===== src/rtl/mdd_pkg.sv =====
// mdd_pkg: shared widths, sequencer states and owner encoding for the MDD
// data-memory arbiter (mdd_arbiter and its grant picker mdd_arb_pick).
package mdd_pkg;

   // MDD data memory geometry.
   localparam int unsigned MDD_ADDR_W = 8;
   localparam int unsigned MDD_DATA_W = 8;

   // Starvation counter width and its saturation value.
   localparam int unsigned STARVE_W = 4;
   localparam logic [STARVE_W-1:0] STARVE_SAT = 4'hF;

   // Request sequencer states.
   typedef enum logic [1:0] {
      ST_IDLE   = 2'd0,
      ST_ACCESS = 2'd1,
      ST_RESP   = 2'd2
   } mdd_state_t;

   // Owner encoding: port 0 is the CPU data path, port 1 the loader/debug master.
   localparam logic OWN_P0 = 1'b0;
   localparam logic OWN_P1 = 1'b1;

   // Saturating increment for the starvation counter.
   function automatic logic [STARVE_W-1:0] starve_inc(input logic [STARVE_W-1:0] cnt);
      logic [STARVE_W-1:0] res;
      res = cnt;
      if (cnt != STARVE_SAT) begin
         res = cnt + STARVE_W'(1);
      end
      return res;
   endfunction

endpackage


===== src/rtl/mdd_arb_pick.sv =====
// mdd_arb_pick: combinational grant selection between the two MDD requesters.
// Port 0 wins contention unless port 1 has waited through HOLD_MAX port-0 grants.
module mdd_arb_pick
   import mdd_pkg::*;
#(
   parameter int unsigned HOLD_MAX = 4
) (
   input  logic                valid0,
   input  logic                valid1,
   input  logic [STARVE_W-1:0] starve_cnt,
   output logic                grant,
   output logic                owner
);

   localparam logic [STARVE_W-1:0] HOLD_LIMIT = STARVE_W'(HOLD_MAX);

   // Pick the winner; owner is only meaningful while grant is high.
   always_comb begin
      grant = valid0 | valid1;
      owner = OWN_P0;
      if (valid1 && (!valid0 || (starve_cnt >= HOLD_LIMIT))) begin
         owner = OWN_P1;
      end
   end

endmodule


===== src/rtl/mdd_arbiter.sv =====
// mdd_arbiter: two-port arbiter and sequencer in front of the MDD data memory.
// One request is captured at a time, the memory is strobed for exactly one
// ACCESS cycle, and the owner gets a one-cycle completion pulse in RESP.
// Optional feature macro: MDD_ARB_WPROT_EN (port-1 write protection at and above
// WPROT_BASE; a protected write keeps its ACCESS slot but never strobes the memory).
module mdd_arbiter
   import mdd_pkg::*;
#(
   parameter int unsigned       ADDR_W     = MDD_ADDR_W,
   parameter int unsigned       DATA_W     = MDD_DATA_W,
   parameter int unsigned       HOLD_MAX   = 4,
   parameter logic [ADDR_W-1:0] WPROT_BASE = 8'hF0
) (
   input  logic              clock,
   input  logic              reset,
   // Port 0: CPU data path (priority)
   input  logic              req0_valid,
   input  logic              req0_write,
   input  logic [ADDR_W-1:0] req0_address,
   input  logic [DATA_W-1:0] req0_wdata,
   output logic              req0_ready,
   output logic              req0_rvalid,
   output logic [DATA_W-1:0] req0_rdata,
   // Port 1: loader / debug master
   input  logic              req1_valid,
   input  logic              req1_write,
   input  logic [ADDR_W-1:0] req1_address,
   input  logic [DATA_W-1:0] req1_wdata,
   output logic              req1_ready,
   output logic              req1_rvalid,
   output logic [DATA_W-1:0] req1_rdata,
   output logic              req1_err,
   // MDD memory side
   output logic [ADDR_W-1:0] mem_address,
   output logic [DATA_W-1:0] mem_write_data,
   output logic              mem_write,
   output logic              mem_read,
   input  logic [DATA_W-1:0] mem_data
);

   mdd_state_t          state;
   logic                owner;
   logic                lat_write;
   logic [ADDR_W-1:0]   lat_address;
   logic [DATA_W-1:0]   lat_wdata;
   logic [DATA_W-1:0]   rdata;
   logic [STARVE_W-1:0] starve_cnt;

   logic                pick_grant;
   logic                pick_owner;
   logic                sel_write;
   logic [ADDR_W-1:0]   sel_address;
   logic [DATA_W-1:0]   sel_wdata;
   logic [STARVE_W-1:0] starve_next;
   logic                wprot_hit;
   logic                in_access;
   logic                in_resp;

   mdd_arb_pick #(
      .HOLD_MAX (HOLD_MAX)
   ) u_pick (
      .valid0     (req0_valid),
      .valid1     (req1_valid),
      .starve_cnt (starve_cnt),
      .grant      (pick_grant),
      .owner      (pick_owner)
   );

   // Steer the winning requester's fields toward the capture registers.
   always_comb begin
      sel_write   = req0_write;
      sel_address = req0_address;
      sel_wdata   = req0_wdata;
      if (pick_owner == OWN_P1) begin
         sel_write   = req1_write;
         sel_address = req1_address;
         sel_wdata   = req1_wdata;
      end
   end

   // Starvation count after this grant: grow only while port 0 passes over a waiting port 1.
   always_comb begin
      starve_next = '0;
      if ((pick_owner == OWN_P0) && req1_valid) begin
         starve_next = starve_inc(starve_cnt);
      end
   end

`ifdef MDD_ARB_WPROT_EN
   // Protected port-1 write, judged on the latched request.
   always_comb begin
      wprot_hit = (owner == OWN_P1) && lat_write && (lat_address >= WPROT_BASE);
   end
`else
   logic unused_wprot_base;

   // No write protection in this build.
   always_comb begin
      wprot_hit         = 1'b0;
      unused_wprot_base = ^WPROT_BASE;
   end
`endif

   // Sequencer: arbitrate in IDLE/RESP, one memory cycle in ACCESS, report in RESP.
   always_ff @(posedge clock) begin
      if (reset) begin
         state       <= ST_IDLE;
         owner       <= OWN_P0;
         lat_write   <= 1'b0;
         lat_address <= '0;
         lat_wdata   <= '0;
         rdata       <= '0;
         starve_cnt  <= '0;
      end else begin
         unique case (state)
            ST_IDLE, ST_RESP: begin
               if (pick_grant) begin
                  state       <= ST_ACCESS;
                  owner       <= pick_owner;
                  lat_write   <= sel_write;
                  lat_address <= sel_address;
                  lat_wdata   <= sel_wdata;
                  starve_cnt  <= starve_next;
               end else begin
                  state <= ST_IDLE;
               end
            end
            ST_ACCESS: begin
               // Writes (including protected ones) leave rdata untouched.
               if (!lat_write) begin
                  rdata <= mem_data;
               end
               state <= ST_RESP;
            end
            default: begin
               state <= ST_IDLE;
            end
         endcase
      end
   end

   // Output decode from registered state; memory strobes are masked while reset is high.
   always_comb begin
      in_access      = (state == ST_ACCESS);
      in_resp        = (state == ST_RESP);

      mem_address    = in_access ? lat_address : '0;
      mem_write_data = in_access ? lat_wdata   : '0;
      mem_write      = in_access & lat_write & ~wprot_hit & ~reset;
      mem_read       = in_access & ~lat_write & ~reset;

      req0_ready     = in_access & (owner == OWN_P0);
      req1_ready     = in_access & (owner == OWN_P1);
      req0_rvalid    = in_resp & (owner == OWN_P0);
      req1_rvalid    = in_resp & (owner == OWN_P1);
      req0_rdata     = req0_rvalid ? rdata : '0;
      req1_rdata     = req1_rvalid ? rdata : '0;
      req1_err       = req1_rvalid & wprot_hit;
   end

endmodule


===== config.mk =====
export PLATFORM = sky130hd
export DESIGN_NAME = mdd_arbiter
export DESIGN_NICKNAME = d
export VERILOG_FILES = /design/src/rtl/mdd_pkg.sv /design/src/rtl/mdd_arb_pick.sv /design/src/rtl/mdd_arbiter.sv
export SDC_FILE = /design/constraint.sdc
export NUM_CORES = 1
export LEC_CHECK = 0
export ABC_AREA = 1
export CAP_MARGIN = 20
export CORE_ASPECT_RATIO = 1.75
export CORE_MARGIN = 3
export CORE_UTILIZATION = 44
export DETAILED_ROUTE_END_ITERATION = 7
export PLACE_DENSITY = 0.85
export SLEW_MARGIN = 15
export SYNTH_ARGS = -nofsm -noshare
export SYNTH_HDL_FRONTEND = slang
export SYNTH_SLANG_ARGS = --single-unit

===== constraint.sdc =====
create_clock -name clock -period 2.6 [get_ports clock]
set_input_delay 0.39 -clock clock [delete_from_list [all_inputs] [get_ports clock]]
set_output_delay 0.39 -clock clock [all_outputs]
set_load 0.1 [all_outputs]

### Yosys cells after proc, flatten, opt, wreduce, memory -nomap -nowiden

Cells that the tools add are included.

* flip-flop bits (word level): 32
* bits of input ports: 46
* word-level logic and storage cells: 47

* $add $sub $neg: 1
* magnitude comparators: 1
* equality and inequality tests: 4
* multiplexer cells: 12
* bitwise logic cells: 13
* reduce and logical (&&, ||, !) cells: 9

Operators with widths (number)
* 8-bit two-way mux: 6
* 1-bit bitwise AND: 8
* 4-bit two-way mux: 2
* 4-bit by 1-bit adder with 4-bit output, second input constant: 1
* 4-bit by 3-bit >= comparator with 1-bit output, second input constant: 1
* 4-bit != test, second input constant: 1
* 1-bit inverter: 4
* 2-bit one-hot mux with 2 select lines: 1
* 2-bit AND reduction: 2
* 1-bit two-way mux: 3
* 3-bit AND reduction: 1
* 2-bit by 1-bit == test with 1-bit output, second input constant: 1
* 2-bit == test, second input constant: 1
* 1-bit logical AND: 2
* 2-bit logical NOT: 1
* 2-bit by 1-bit != test with 1-bit output, second input constant: 1
* 2-bit OR reduction: 1
* 1-bit logical NOT: 1
* 1-bit logical OR: 1
* 1-bit bitwise OR: 1

### Depth between registers and ports, before layout

* depth after elaboration: 8
* gate-level depth with buffers: 8
* mapped depth without buffers: 6

### By module

Synthesis repeated with hierarchy kept, for this count alone.

* cells, all modules: 243
* area, all modules: 1627.8 µm²

By module, submodules not included
* mdd_arbiter: instances 1, cells an instance 239, area each 1609.0 µm², sequential area each 640.6 µm²
* mdd_arb_pick: instances 1, cells an instance 4, area each 18.8 µm², sequential area each 0.0 µm²

### Worst setup path after synthesis

Ideal clock, no wire load.

* kind: flip-flop to output port
* from: register owner
* to: output req1_rdata[0]
* data arrival time: 4.405 ns
* required time: 2.210 ns
* slack: -2.195 ns
* cell stages (with the launch flop): 5
* path buffers: 0
* path through: dfxtp_1 > inv_1 > nor3_1 > inv_1 > nor2_1

* longest elaborated chain between the ends: 2

Ends and longest elaborated chain
* start: declaration: line mdd_arbiter.sv:42 `logic owner;`
* start signal: assignment: line mdd_arbiter.sv:119 `owner <= pick_owner;`
* 1-bit bitwise AND: line mdd_arbiter.sv:155 `req1_rvalid = in_resp & (owner == OWN_P1);`
* named net req1_rvalid: line mdd_arbiter.sv:30 `output logic req1_rvalid,`
* 8-bit two-way mux: line mdd_arbiter.sv:157 `req1_rdata = req1_rvalid ? rdata : '0;`
* end: declaration: line mdd_arbiter.sv:31 `output logic [DATA_W-1:0] req1_rdata,`

The timed path passes the listed nets, and every way through them passes these cells.

### Final worst setup path

* from: register state[0]
* to: output mem_address[2]

* longest elaborated chain between the ends: 2

Ends and longest elaborated chain
* start: declaration: line mdd_arbiter.sv:41 `mdd_state_t state;`
* start signal: assignment: line mdd_arbiter.sv:107 `state <= ST_IDLE;`
* start signal: assignment: line mdd_arbiter.sv:118 `state <= ST_ACCESS;`
* start signal: assignment: line mdd_arbiter.sv:125 `state <= ST_IDLE;`
* 2-bit by 1-bit == test with 1-bit output: line mdd_arbiter.sv:144 `in_access = (state == ST_ACCESS);`
* 8-bit two-way mux: line mdd_arbiter.sv:147 `mem_address = in_access ? lat_address : '0;`
* end: declaration: line mdd_arbiter.sv:34 `output logic [ADDR_W-1:0] mem_address,`

Every way passes these cells.

==> impl_metrics.env <==
export IMPL_status="finished, final reports clean"
export IMPL_clockBufferDepth=2
export IMPL_path_class="flip-flop to output port"
export IMPL_drt_wl_total_mm=4.79
export IMPL_final_cells=408
export IMPL_dpl_cell_count=400
export IMPL_cts_sinks=32
export IMPL_min_from="starve_cnt[3]$_SDFFE_PP0P_"
export IMPL_cp_arrival_ns=1.83
export IMPL_p_sw_uw=492
export IMPL_r2r_slack_ns=1.12
export IMPL_powerDensity_mw_per_mm2=486
export IMPL_nets=408
export IMPL_io_pins=85
export IMPL_grt_max_degree=39
export IMPL_cp_max_fo=20
export IMPL_wire_per_inst_um=11.7
export IMPL_grt_pass1_wl_mm=7.72
export IMPL_cp_required_ns=2.21
export IMPL_multi_input_area_um2=891
export IMPL_worstRegToRegCells=6
export IMPL_syn_area_mm2=0.00175
export IMPL_crit_chain="inv_1 -> nor2_1 -> inv_1 -> nor2_1 -> buf_12"
export IMPL_hold_viol=0
export IMPL_num_fill_cells=285
export IMPL_maxSlewHeadroom_pct=55.8
export IMPL_antenna_left=0
export IMPL_pwr_share_clk_pct=28.5
export IMPL_synthCells=285
export IMPL_grt_ovfl_total=0
export IMPL_cts_tree="built"
export IMPL_leakage_nw=1.27
export IMPL_root_buffer="clkbuf_8"
export IMPL_grt_setup_unrepaired="false"
export IMPL_ys_warn_count=0
export IMPL_ir_worst_vdd_mv=0.437
export IMPL_min_period_over_period_pct=85.5
export IMPL_avgSynthCellArea_um2=6.12
export IMPL_grt_util_all_layers_pct=21.7
export IMPL_swShare_pct=35.0
export IMPL_seqPwrFrac_pct=39.5
export IMPL_max_stage_delay_ns=0.43
export IMPL_die_area_mm2=0.00479
export IMPL_finalCriticalPeriod_ns=2.22
export IMPL_clkSlewWorstSetupHoldPaths_ns=0.07
export IMPL_synth_cell_type_count=18
export IMPL_finalSetupViolations=0
export IMPL_setup_tns_ns=0
export IMPL_hold_ws_ns=0.444
export IMPL_start_util_pct=46.7
export IMPL_p_int_uw=914
export IMPL_ys_ff_latch=32
export IMPL_fmax_mhz=450
export IMPL_cts_resized=0
export IMPL_gp_congestion=0.774
export IMPL_hold_depth=2
export IMPL_htreeDepth=2
export IMPL_synth_net_count=332
export IMPL_tightest_slew_ns=0.662
export IMPL_first_pass_iters=4
export IMPL_post_cts_buffers=0
export IMPL_num_rows=29
export IMPL_die_w_um=53.6
export IMPL_route_vias_total=2000
export IMPL_crit_path_end_kind="output port"
export IMPL_drc=0
export IMPL_antenna_cells=0
export IMPL_rr_endpoint="starve_cnt[0]$_SDFFE_PP0P_"
export IMPL_hold_end="starve_cnt[3]$_SDFFE_PP0P_"
export IMPL_hold_path_class="flip-flop to flip-flop"
export IMPL_start_kind="flip-flop"
export IMPL_port_buffers=83
export IMPL_vias_per_cell=4.90
export IMPL_skew_ns=0.00160
export IMPL_final_max_slew_viol_count=0
export IMPL_hold_buffers=0
export IMPL_drive_gt1_share_pct=19.6
export IMPL_dp_hpwl_mm=3.72
export IMPL_area_delta_synth_final_pct=65.5
export IMPL_regArea_um2=641
export IMPL_dieHeight_um=89.3
export IMPL_cp_slowest_cell="dfxtp_1"
export IMPL_p_comb_share_pct=32.1
export IMPL_worstSkewPairLatency_ns=0.28
export IMPL_core_area_mm2=0.00374
export IMPL_antenna_found_initial=0
export IMPL_r2r_start="state[0]$_SDFF_PP0_"
export IMPL_cap_violations=0
export IMPL_grt_pass1_vias=1919
export IMPL_yosysSeqAreaShare_pct=36.7
export IMPL_drtIter0Drc=41
export IMPL_cts_buffers=5
-- cells in the final DEF, fill, tap and decap left out, drive strengths merged --
cell type	synthesis	routed
nand2	28	28
a21oi	27	27
nand3	19	19
conb	1	1
clkinv	0	2
o21ai	27	27
ha	1	1
inv	53	53
clkdlybuf4s50	0	45
nor3	4	4
buf	10	41
nor2	76	76
clkbuf	7	6
dfxtp	32	32
-- sequential cells by signal (all words and copies together), names as in the netlist --
register	cells
lat_write	1
lat_wdata	8
starve_cnt	4
owner	1
lat_address	8
state	2
rdata	8
-- per-stage QoR --
step	power [mW]	setup slack, ns	area [µm²]	util (%)
finish	1.41	0.378	2890	77.3
global route	1.48	0.204	2890	77.3
CTS	1.41	0.356	2890	77.3
detailed placement	1.02	0.670	2800	74.8
global placement	1.01	0.701	2800	74.8
floorplan	0.858	-0.234	1830	-
-- Yosys cell counts --
cell type | count | area [µm²]
nor2_1 | 76 | 285
inv_1 | 52 | 195
dfxtp_1 | 32 | 641
nand2_1 | 28 | 105
a21oi_1 | 27 | 135
nand3_1 | 19 | 95.1
o21ai_0 | 17 | 85.1
o21ai_1 | 9 | 45.0
clkbuf_1 | 7 | 26.3
buf_2 | 4 | 20.0
buf_6 | 4 | 45.0
nor3_1 | 4 | 20.0
buf_1 | 1 | 3.75
buf_4 | 1 | 7.51
conb_1 | 1 | 3.75
ha_1 | 1 | 12.5
inv_2 | 1 | 3.75
o21ai_4 | 1 | 16.3
-- per-layer routing --
metal | vias up | wire length, µm | track usage (%)
met5 | - | 0 | 0
met4 | 0 | 208 | 13.7
met3 | 22 | 388 | 7.51
met2 | 86 | 2550 | 39.2
met1 | 873 | 1640 | 19.8
li1 | 1019 | - | -
-- how the worst max path moves through the flow --
stage / start / to / slack, ns / cells past startpoint
final: state[0]$_SDFF_PP0_ / mem_address[2] / 0.38 / 5
after global routing: state[0]$_SDFF_PP0_ / mem_address[2] / 0.20 / 5
after CTS: state[0]$_SDFF_PP0_ / mem_address[2] / 0.36 / 5
after detailed placement: req0_valid / starve_cnt[0]$_SDFFE_PP0P_ / 0.67 / 6
after global placement: state[0]$_SDFF_PP0_ / mem_address[2] / 0.70 / 5
after floorplan: state[0]$_SDFF_PP0_ / req0_rdata[0] / -0.23 / 3
-- cell families after synthesis --
group | synth area share, %
DFF | 36.7
adders and majority gates | 0.717
and+or+nand+nor | 29.0
AOI/OAI and AO/OA | 16.1
buffers and inverters | 17.3
other | 0.215
-- power by group through the flow --
| stage | logic, mW | registers, mW | clock network, mW |
|---|---|---|---|
| detailed placement | 0.451 | 0.565 | 0 |
| global placement | 0.444 | 0.564 | 0 |
| global route | 0.488 | 0.559 | 0.434 |
| finish | 0.451 | 0.555 | 0.400 |
| floorplan | 0.299 | 0.559 | 0 |
| CTS | 0.454 | 0.555 | 0.406 |
-- cell type report --
cell class | instances | area share, %
clock buffer | 6 | 2.86
clock inverter | 2 | 0.346
inverter | 53 | 6.89
multi-input combinational | 183 | 30.8
sequential | 32 | 22.2
tap | 46 | 1.99
timing repair buffer | 86 | 34.9
-- worst max-delay path, delay by kind of cell (launching register included) --
kind          cells  cell delay, ns
flops             1            0.43
simple gates      2            0.45
buf+inv           3            0.65
(Power assumes the default switching activity.)
